$ cat src/rtl/cache_ri_refill_pkg.sv
// Shared definitions for the read-inhibit-aware cache line refill engine.
// Holds the refill FSM state encoding and the helpers that split a word
// address into line index and word-within-line index.
package cache_ri_refill_pkg;

  typedef enum logic [2:0] {
    IDLE    = 3'd0,
    DRE_RD  = 3'd1,
    MEM_REQ = 3'd2,
    FILL    = 3'd3,
    DRE_WR  = 3'd4,
    DONE    = 3'd5
  } refillState_t;

  // Bits needed to index a word inside a line.
  function automatic int wordIdxWidth(input int lineWords);
    return $clog2(lineWords);
  endfunction

  // Bits left over for the line (set) index.
  function automatic int lineIdxWidth(input int addrWidth, input int lineWords);
    return addrWidth - $clog2(lineWords);
  endfunction

endpackage

$ cat src/rtl/cache_ri_refill.sv
// Cache line refill engine that never overwrites bytes already marked
// readable. A refill reads the per-byte readable (dre) bits of the line,
// bursts the line in from memory, writes only the bytes not yet readable,
// then marks the whole line readable.
//
// Ports:
//   clk, rst_n            clock, asynchronous active-low reset
//   start, start_line,
//   start_channel,
//   start_memAddress      refill request (sampled only when idle)
//   busy, done            status; done pulses one cycle at completion
//   dre_sel               routes the dre store to this block (== busy)
//   dre_read*             dre read port (data one cycle after address)
//   dre_write*            dre write port (marks pairs of words readable)
//   mem_*                 burst read master (waitrequest / readdatavalid)
//   data_write*           data RAM write port with byte enables
module cache_ri_refill
  import cache_ri_refill_pkg::*;
#(
  parameter int ADDR_WIDTH = 9,
  parameter int LINE_WORDS = 8
) (
  input  logic                                   clk,
  input  logic                                   rst_n,
  input  logic                                   start,
  input  logic [ADDR_WIDTH-$clog2(LINE_WORDS)-1:0] start_line,
  input  logic [1:0]                             start_channel,
  input  logic [31:0]                            start_memAddress,
  output logic                                   busy,
  output logic                                   done,
  output logic                                   dre_sel,
  output logic [ADDR_WIDTH-1:0]                  dre_readAddress,
  output logic [1:0]                             dre_readChannel,
  input  logic [7:0]                             dre_readData,
  output logic [ADDR_WIDTH-1:0]                  dre_writeAddress,
  output logic [1:0]                             dre_writeChannel,
  output logic                                   dre_writeEnable,
  output logic [7:0]                             dre_writeData,
  output logic [31:0]                            mem_address,
  output logic                                   mem_read,
  output logic [7:0]                             mem_burstcount,
  input  logic                                   mem_waitrequest,
  input  logic [31:0]                            mem_readdata,
  input  logic                                   mem_readdatavalid,
  output logic [ADDR_WIDTH-1:0]                  data_writeAddress,
  output logic [1:0]                             data_writeChannel,
  output logic [31:0]                            data_writeData,
  output logic [3:0]                             data_writeByteEnable,
  output logic                                   data_writeEnable
);

  localparam int WORD_W = wordIdxWidth(LINE_WORDS);
  localparam int LINE_W = lineIdxWidth(ADDR_WIDTH, LINE_WORDS);
  localparam int PAIRS  = LINE_WORDS / 2;

  localparam logic [WORD_W-1:0] RD_LAST   = WORD_W'(PAIRS);
  localparam logic [WORD_W-1:0] PAIR_LAST = WORD_W'(PAIRS - 1);
  localparam logic [WORD_W-1:0] WORD_LAST = WORD_W'(LINE_WORDS - 1);

  refillState_t state, stateNext;

  // One counter serves every phase: dre read cycles, fill beats and dre
  // write cycles. It clears on every state change. Word arithmetic wraps
  // inside WORD_W bits, so it never carries into the line index.
  logic [WORD_W-1:0]       cnt;
  logic                    cntInc;
  logic [WORD_W-1:0]       pairWord;
  logic [WORD_W-1:0]       capIdx;

  logic [LINE_W-1:0]       lineReg;
  logic [1:0]              chanReg;
  logic [31:0]             memAddrReg;
  logic [LINE_WORDS*4-1:0] readMask;

  logic [3:0]              beatMask;
  logic                    beat;

  assign pairWord = cnt << 1;
  assign capIdx   = cnt - 1'b1;

  always_ff @(posedge clk or negedge rst_n) begin
    if (!rst_n) begin
      state      <= IDLE;
      cnt        <= '0;
      lineReg    <= '0;
      chanReg    <= '0;
      memAddrReg <= '0;
      readMask   <= '0;
    end else begin
      state <= stateNext;

      if (state != stateNext) begin
        cnt <= '0;
      end else if (cntInc) begin
        cnt <= cnt + 1'b1;
      end

      if (state == IDLE && start) begin
        lineReg    <= start_line;
        chanReg    <= start_channel;
        memAddrReg <= start_memAddress;
      end

      // Read data returns one cycle after its address, so the entry
      // landing now belongs to the previous pair index.
      if (state == DRE_RD && cnt != '0) begin
        for (int k = 0; k < PAIRS; k++) begin
          if (capIdx == WORD_W'(k)) begin
            readMask[8*k +: 8] <= dre_readData;
          end
        end
      end
    end
  end

  always_comb begin
    stateNext = state;
    cntInc    = 1'b0;
    case (state)
      IDLE: begin
        if (start) stateNext = DRE_RD;
      end
      DRE_RD: begin
        cntInc = 1'b1;
        if (cnt == RD_LAST) stateNext = MEM_REQ;
      end
      MEM_REQ: begin
        if (!mem_waitrequest) stateNext = FILL;
      end
      FILL: begin
        cntInc = mem_readdatavalid;
        if (mem_readdatavalid && cnt == WORD_LAST) stateNext = DRE_WR;
      end
      DRE_WR: begin
        cntInc = 1'b1;
        if (cnt == PAIR_LAST) stateNext = DONE;
      end
      DONE: begin
        stateNext = IDLE;
      end
      default: begin
        stateNext = IDLE;
      end
    endcase
  end

  // Readable bits of the word currently being filled.
  always_comb begin
    beatMask = '0;
    for (int w = 0; w < LINE_WORDS; w++) begin
      if (cnt == WORD_W'(w)) beatMask = readMask[4*w +: 4];
    end
  end

  assign beat = (state == FILL) && mem_readdatavalid;

  always_comb begin
    busy                 = (state != IDLE);
    dre_sel              = busy;
    done                 = (state == DONE);

    dre_readChannel      = busy ? chanReg : 2'b00;
    dre_writeChannel     = busy ? chanReg : 2'b00;
    data_writeChannel    = busy ? chanReg : 2'b00;

    dre_readAddress      = (state == DRE_RD) ? {lineReg, pairWord} : '0;

    dre_writeEnable      = (state == DRE_WR);
    dre_writeAddress     = dre_writeEnable ? {lineReg, pairWord} : '0;
    dre_writeData        = dre_writeEnable ? 8'hFF : 8'h00;

    mem_read             = (state == MEM_REQ);
    mem_address          = mem_read ? memAddrReg : 32'h0;
    mem_burstcount       = mem_read ? 8'(LINE_WORDS) : 8'h00;

    // Only bytes not yet readable are written; a fully readable word
    // produces no write at all.
    data_writeAddress    = beat ? {lineReg, cnt} : '0;
    data_writeData       = beat ? mem_readdata : 32'h0;
    data_writeByteEnable = beat ? ~beatMask : 4'h0;
    data_writeEnable     = beat && (beatMask != 4'hF);
  end

endmodule

$ cat config.mk
export PLATFORM = sky130hd
export DESIGN_NAME = cache_ri_refill
export DESIGN_NICKNAME = d
export VERILOG_FILES = /design/src/rtl/cache_ri_refill_pkg.sv /design/src/rtl/cache_ri_refill.sv
export SDC_FILE = /design/constraint.sdc
export NUM_CORES = 1
export LEC_CHECK = 0
export BUFFER_PORTS_ARGS = -buffer_cell sky130_fd_sc_hd__buf_2
export CAP_MARGIN = 5
export CORE_ASPECT_RATIO = 1.4
export CORE_MARGIN = 4
export CORE_UTILIZATION = 51
export CTS_CLUSTER_SIZE = 24
export DETAILED_ROUTE_END_ITERATION = 10
export GPL_TIMING_DRIVEN = 0
export PLACE_DENSITY = 0.87
export SYNTH_ARGS = -nofsm -noshare
export SYNTH_HDL_FRONTEND = slang
export SYNTH_SLANG_ARGS = --single-unit
$ cat constraint.sdc
create_clock -name clk -period 4.35 [get_ports clk]
set_clock_uncertainty 0.2 [all_clocks]
set_input_delay 0.6525 -clock clk [delete_from_list [all_inputs] [get_ports clk]]
set_output_delay 0.6525 -clock clk [all_outputs]
set_load 0.1 [all_outputs]
* After elaboration in Yosys (flattened, before gate mapping)
Index checks and enable logic that the tools add are counted.
** Operators by class
- Add/subtract/negate cells :: 2
- Equality and inequality tests :: 17
- Mux-type cells :: 26
- Bitwise logic cells :: 1
- Reduce and logical (&&, ||, !) cells :: 16
** Operators with widths (count)
- $mux W32 :: 2
- $mux W4 :: 10
- $mux W9 :: 3
- $mux W3 :: 7
- $eq A3 B2 Y1 const B :: 6
- $eq A3 B3 Y1 const B :: 6
- $pmux W3 S5 :: 1
- $eq A3 B1 Y1 const B :: 3
- $logic_not A3 Y1 :: 3
- $mux W8 :: 1
- $reduce_and A2 Y1 :: 4
- $reduce_bool A3 Y1 :: 2
- $logic_and A1 B1 Y1 :: 5
- $ne A4 B4 Y1 const B :: 1
- $not A4 Y4 :: 1
- $add A3 B1 Y3 const B :: 1
- $ne A3 B3 Y1 :: 1
- $sub A3 B1 Y3 const B :: 1
- $mux W2 :: 1
- $pmux W1 S2 :: 1
- $reduce_bool A2 Y1 :: 1
- $reduce_or A2 Y1 :: 1
** Word-level totals
- Bits in registers :: 78
- Output and inout port bits :: 123
- Word-level logic and storage cells :: 71

* Depth between registers and ports, before layout
Gate-level depths: netlist (run 1).
- Depth in word-level cells :: 11
- Mapped depth :: 9
- Depth with buffers taken out :: 7

* Least setup slack after synthesis (run 1)
Ideal clock, no wire load.
- Kind :: register to output
- From :: register cnt[0]
- To :: output port data_writeEnable
- Arrival time :: 3.266 ns
- Required time :: 3.497 ns
- Slack :: 0.232 ns
- Cell stages (with the launch flop) :: 8
- Path through :: dfrtp_1 inv_1 ha_1 buf_4 a311oi_1 o21ai_0 o21ai_1 or4_4
** On the way
- Word-level cells in the longest chain between the ends :: 11
- Elaborated cells between the ends (all ways) :: 18
- Classes of those cells :: 8 x eq/ne; 8 x mux; 2 x reduce/logical
** RTL lines
- from (decl) :: RTL line cache_ri_refill.sv:65 : logic [WORD_W-1:0] cnt;
- from (signal assigned) :: RTL line cache_ri_refill.sv:95 : cnt <= cnt + 1'b1;
- $logic_not A3 Y1 :: RTL line cache_ri_refill.sv:151 : if (cnt == WORD_W'(w)) beatMask = readMask[4*w +: 4];
- $mux W4 (7 in series) :: RTL line cache_ri_refill.sv:151
- $mux W4 (*) :: RTL line cache_ri_refill.sv:151
- $ne A4 B4 Y1 (*) :: RTL line cache_ri_refill.sv:181 : data_writeEnable = beat && (beatMask != 4'hF);
- $logic_and A1 B1 Y1 (*) :: RTL line cache_ri_refill.sv:181
- to (decl) :: RTL line cache_ri_refill.sv:49 : output logic data_writeEnable
Every way passes the cells marked *; elsewhere a longest branch is shown, timed or not.

* Worst setup path after layout (run 1)
- From :: register cnt[1]
- To :: output port data_writeEnable
Same word-level chain as after synthesis.

==> results of run 1 <==
worst min path at each step:
stage	start	to	cells past startpoint
3_3_place_gp	memAddrReg[7]	memAddrReg[7]	1
3_5_place_dp	memAddrReg[3]	memAddrReg[3]	1
4_1_cts	rst_n	memAddrReg[10]	1
6_report	rst_n	memAddrReg[10]	1
2_1_floorplan	rst_n	chanReg[0]	0
5_1_grt	rst_n	memAddrReg[10]	1
layer usage:
layer	routed length (um)	vias up	share of wire	global-route usage
li1	-	1763	-	-
met1	4340	1787	0.36	0.266
met2	6280	205	0.52	0.409
met3	1290	22	0.11	0.0812
met4	253	0	0.021	0.0965
met5	0	-	0	0
kinds of logic after synthesis:
family,count (synthesis),share of synthesized area
other,1,0.000852
muxes,75,0.191
xor gates and xnor gates,1,0.00199
AOI/OAI and AO/OA,41,0.0685
buffers and inverters,59,0.0802
DFF,78,0.444
and+or+nand+nor,137,0.194
adders and majority gates,7,0.0199
Yosys cell counts, drive strengths merged (2+ instances only):
| cell type | count |
|---|---|
| o221ai | 2 |
| nor2b | 6 |
| nor2 | 13 |
| nor3b | 4 |
| o22ai | 2 |
| clkbuf | 14 |
| and2b | 2 |
| or2 | 2 |
| a221oi | 2 |
| buf | 35 |
| a221o | 3 |
| nor3 | 4 |
| ha | 7 |
| a32oi | 2 |
| mux2i | 3 |
| o21a | 2 |
| o21ai | 7 |
| dfrtp | 78 |
| nand2 | 9 |
| and2 | 89 |
| a21oi | 8 |
| inv | 10 |
| mux2 | 72 |
sequential cells by signal, indices dropped and copies added, names as in the netlist:
| register | count |
|---|---|
| lineReg | 6 |
| cnt | 3 |
| memAddrReg | 32 |
| readMask | 32 |
| chanReg | 2 |
| state | 3 |
layout by cell type, fill, tap and decap left out, drive strengths merged, types with 4 or more instances in the layout:
cell type | synthesis | layout
mux2 | 72 | 72
a21oi | 8 | 8
buf | 35 | 234
clkinv | 0 | 4
dfrtp | 78 | 78
inv | 10 | 11
nor2 | 13 | 13
ha | 7 | 7
nor3 | 4 | 4
clkbuf | 14 | 24
o21ai | 7 | 7
and2 | 89 | 89
nor3b | 4 | 4
conb | 1 | 9
nor2b | 6 | 6
nand2 | 9 | 9
where the power goes:
group	internal [W]	switching, W	leakage (nW)
registers	0.00100	0.000166	0.984
clock network	0.000399	0.000299	0.138
logic	0.000692	0.00183	2.09
stage by stage:
step	std cells	total power (W)	instance area, sq um
after floorplan	407	0.00323	4430
after global placement	707	0.00362	5550
after detailed placement	708	0.00369	5570
after CTS	724	0.00439	5850
after global routing	724	0.00459	5850
final	724	0.00438	5850
area by class of cell:
cell class | instances | area [sq um] | share of cell area
clock buffers | 10 | 239 | 0.0409
repair buffers | 199 | 1010 | 0.173
clock inverters | 6 | 36.3 | 0.00621
well taps | 102 | 128 | 0.0218
multi-input cells | 270 | 2120 | 0.363
plain buffers | 49 | 315 | 0.0539
flip-flops and latches | 78 | 1950 | 0.334
inverters | 10 | 37.5 | 0.00642
==> results_dict.tcl, run 1 <==
set metrics [dict create \
    synthesis.area_sq_um 4400 \
    postCtsSetupBuffers 0 \
    critical_path.top_delay_family "simple AND/OR/NAND/NOR gates" \
    ys_seq_area_frac 0.444 \
    utilization 0.705 \
    wl_per_cell_um 16.8 \
    cts_buffers 9 \
    drive_gt1_frac 0.531 \
    port-buffer-count 198 \
    first_pass_iters 4 \
    drt-initial-drc-count 228 \
    r2r-end "readMask[23]" \
    grt_pass1_wl_mm 19.4 \
    timing.fmax_mhz 260 \
    cp_slowest_cell "or4_4" \
    ctsResizeCount 0 \
    worstPathCellList "ha_1, ha_1, clkbuf_2, or2_4, a211oi_2, o221ai_1, and3_4, or4_4, buf_2" \
    antenna_found_initial 0 \
    setup_tns_ns 0 \
    crit_end "data_writeEnable" \
    grt_pass1_vias 3930 \
    reg2reg_depth 8 \
    rsz0062_at_grt "false" \
    hold_slack_ns 0.0697 \
    fp-row-count 39 \
    die_w_um 86.5 \
    gp_congestion 0.900 \
    synth_largest_area_cell "dfrtp_1" \
    crit_start "cnt[1]" \
    ir_drop_mv 0.526 \
    slew_headroom 0.507 \
    r2r-start "cnt[1]" \
    cp.buffers_inverters 2 \
    setup_slack_ns 0.510 \
    die_y_um 118 \
    grt_usage 0.239 \
    cts_tree "yes" \
    synth-edff-count 0 \
    area_growth_pct 32.9 \
    grt_max_degree 43 \
    clkTransAtPathRegs_ns 0.06 \
    crit_required_ns 3.50 \
    io_pins 208 \
    cp_num_cells 9 \
    routed_wl_mm 12.2 \
    leakage_nw 3.22 \
    synth.area.top_cells "dfrtp_1 44%, mux2_2 17%, and2_1 13%, buf_4 4.9%, ha_1 2.0%" \
    crit_path_start_kind "register" \
    cts-htree-levels 3 \
    antenna_left 0 \
    grt_overflow 0 \
    cts_hold_buf 0 \
    route.detailed.drc 0 \
    arrival_ns 2.99 \
    drv_slew 0 \
    dp_slack_ns 0.886 \
    critPathKind "reg -> out" \
    viasPerCell 5.22 \
    hold_path.class "in -> async" \
    r2r_slack_ns 1.99 \
    synth_seq_cells 78 \
    crit_fanout 9 \
    cts_root_buffer "clkbuf_16" \
    syn_inst 399 \
    crit_path_frequent_cell "ha_1" \
    postSynthAreaPerCell_sq_um 11.0 \
    period_minus_slack_ns 3.84 \
    fp.coreArea_sq_um 8300 \
    start_util 0.530 \
    synth-main-ff-cell "dfrtp_1" \
    n_antenna_cell 0 \
    critPathMaxStageDelay_ns 0.51 \
    post_synth_num_cell_types 56 \
    ys_warn_count 0 \
    fin_crit_sh 0.883 \
    clock_latency_ns 0.34 \
    cts_buffer_depth 2 \
    critPathCaptureType "output pin" \
    p_per_area_nw_per_um2 750 \
    async_reset_ff_frac 1.00 \
    hold_violations 0 \
    fillers 633 \
    num_vias 3777 \
    synth_top_cell_area_share 0.444 \
    hpwl_mm 9.35 \
    setup_violations 0 \
    cap_violations 0 \
    fin_nets 709 \
    worst_slew_pin_slew_ns 0.740 \
    status "complete, no violations" \
    cts.sinks 78 \
    dieArea_sq_um 10200 \
]
(Power assumes the default switching activity.)
==> inputs of run 2 (changes only) <==
- CORE_UTILIZATION: 51 -> 34
- PLACE_DENSITY: 0.87 -> unset
- clock period: 4.35 -> 3.65 ns (I/O delays scaled with it)
==> run 2 against run 1 <==
Register-to-register slack got worse by 0.69 ns. Utilization decreased by 23 points. Setup slack got worse by 0.40 ns. Non-clock buffer count decreased by 1. Critical path depth unchanged. Clock power increased by 16%. Global-route usage decreased by 7.7 points. Hold slack improved by 0.16 ns. First-iteration DRC count decreased by 34%. Critical path type unchanged.
==> results_dict.tcl, run 2 (synthesis results as in run 1) <==
set metrics [dict create \
    status "complete, no violations" \
    hpwl_mm 9.63 \
    p_sw_w 0.00270 \
    place_area_sq_um 5640 \
    grt_max_degree 46 \
    hold_violations 0 \
    clock_power_share 0.155 \
    routed_wl_mm 12.3 \
    setup_slack_ns 0.110 \
    critPathMaxStageDelay_ns 0.42 \
    arrival_ns 2.79 \
    ir_drop_mv 0.521 \
    leakage_nw 3.21 \
    grt_pass1_vias 3929 \
    die_y_um 143 \
    setup_tns_ns 0 \
    grt_usage 0.162 \
    gp_congestion 0.790 \
    r2r_slack_ns 1.30 \
    setup_violations 0 \
    combPwrFrac 0.580 \
    fin_nets 708 \
    p_int_w 0.00252 \
    critPathKind "reg -> out" \
    crit_fanout 10 \
    viasPerCell 4.80 \
    layout_top_registers "memAddrReg x32, readMask x32, lineReg x6" \
    worstPathCellList "buf_6, inv_1, ha_2, nor2b_1, a221o_1, o221ai_1, a32o_1, or4_4, buf_6" \
    route.detailed.drc 0 \
    seq_power_share 0.265 \
    cts_buffers 9 \
    r2r-end "readMask[18]" \
    min_to "memAddrReg[5]" \
    cp_slowest_cell "or4_4" \
    cts.sinks 78 \
    crit_path_start_kind "register" \
    clock_latency_ns 0.32 \
    cts_root_buffer "clkbuf_16" \
    worstHoldStart "start_memAddress[5]" \
    critPathCaptureType "output pin" \
    layout_commonest_cell "buf_2" \
    r2r-start "cnt[0]" \
    rsz0062_at_grt "false" \
    fin_crit_sh 0.970 \
    hold_path.class "in -> reg" \
    grt_overflow 0 \
    slew_headroom 0.532 \
    cts_tree "yes" \
    p_per_area_nw_per_um2 881 \
    drive_gt1_frac 0.529 \
    cts_buffer_depth 2 \
    crit_path_frequent_cell "buf_6" \
    die_w_um 104 \
    cap_violations 0 \
    fin_area_sq_um 5920 \
    crit_required_ns 2.90 \
    dieArea_sq_um 14800 \
    worst_slew_pin_slew_ns 0.701 \
    antenna_found_initial 0 \
    num_vias 3696 \
    fp.coreArea_sq_um 12500 \
    reg2reg_depth 8 \
    start_util 0.352 \
    wl_per_cell_um 15.9 \
    timing.fmax_mhz 283 \
    drt-initial-drc-count 151 \
    dp_slack_ns 0.286 \
    grt_pass1_wl_mm 19.4 \
    io_pins 208 \
    antenna_left 0 \
    area_growth_pct 34.6 \
    cts-htree-levels 3 \
    worstHoldPathCells 2 \
    switching_share 0.517 \
    clkTransAtPathRegs_ns 0.06 \
    drv_slew 0 \
    n_antenna_cell 0 \
    first_pass_iters 4 \
    final_cell_mix "199 x buf_2, 89 x and2_1, 78 x dfrtp_1" \
    fp-row-count 48 \
    port-buffer-count 198 \
    period_minus_slack_ns 3.54 \
]
run 2: repair_timing:
item / in CTS / in global routing
resized for setup: 2 / 3
hold buffers: 1 / 0
setup buffers: 0 / 0
setup endpoints to repair: 1 / 1
endpoints found under the hold margin: 33 / 0
run 2: layout make-up:
| class | instances | area (sq um) |
|---|---|---|
| repair buffers | 200 | 1040 |
| plain buffers | 47 | 307 |
| flip-flops and latches | 78 | 1950 |
| inverters | 10 | 37.5 |
| fillers | 1223 | 6570 |
| clock inverters | 3 | 21.3 |
| multi-input cells | 270 | 2130 |
| well taps | 150 | 188 |
| clock buffers | 12 | 246 |
run 2: worst max path at each step:
stage                   from             endpoint  depth (start not counted)
floorplan           state[1]  dre_writeAddress[1]                          4
global placement      cnt[1]     data_writeEnable                          9
finish                cnt[2]     data_writeEnable                          9
CTS                   cnt[1]     data_writeEnable                          9
global route          cnt[0]     data_writeEnable                          9
detailed placement    cnt[1]     data_writeEnable                          9
run 2: through the flow:
| stage | total power (W) | util | hold slack [ns] | instances |
|---|---|---|---|---|
| floorplan | 0.00386 | - | 0.0519 | 407 |
| global placement | 0.00435 | 0.449 | 0.259 | 755 |
| detailed placement | 0.00441 | 0.452 | 0.272 | 756 |
| CTS | 0.00526 | 0.474 | 0.227 | 772 |
| global route | 0.00548 | 0.474 | 0.230 | 770 |
| finish | 0.00522 | 0.474 | 0.232 | 770 |
run 2: power by group through the flow:
stage / combinational, W / sequential [W] / clock (W)
final: 0.00303 / 0.00138 / 0.000808
after global routing: 0.00319 / 0.00142 / 0.000867
after global placement: 0.00297 / 0.00138 / 0
after detailed placement: 0.00301 / 0.00140 / 0
after CTS: 0.00304 / 0.00138 / 0.000833
after floorplan: 0.00253 / 0.00133 / 0
run 2: worst max-delay path, delay by kind of cell (launching register included):
| kind | cells | cell delay (ns) |
|---|---|---|
| buffers and inverters | 3 | 0.51 |
| flip-flops | 1 | 0.39 |
| AND/OR/NAND/NOR | 2 | 0.64 |
| AO/OA/AOI/OAI | 3 | 0.58 |
| adder cells (fa/ha/maj) | 1 | 0.34 |
run 2: metal layers:
| metal | vias to the layer above | part of all wire | routed length [um] | GRT usage |
|---|---|---|---|---|
| met5 | - | 0 | 0 | 0 |
| met4 | 0 | 0.019 | 228 | 0.0602 |
| met3 | 23 | 0.084 | 1030 | 0.0576 |
| met2 | 160 | 0.52 | 6370 | 0.292 |
| met1 | 1753 | 0.38 | 4650 | 0.174 |
| li1 | 1760 | - | - | - |
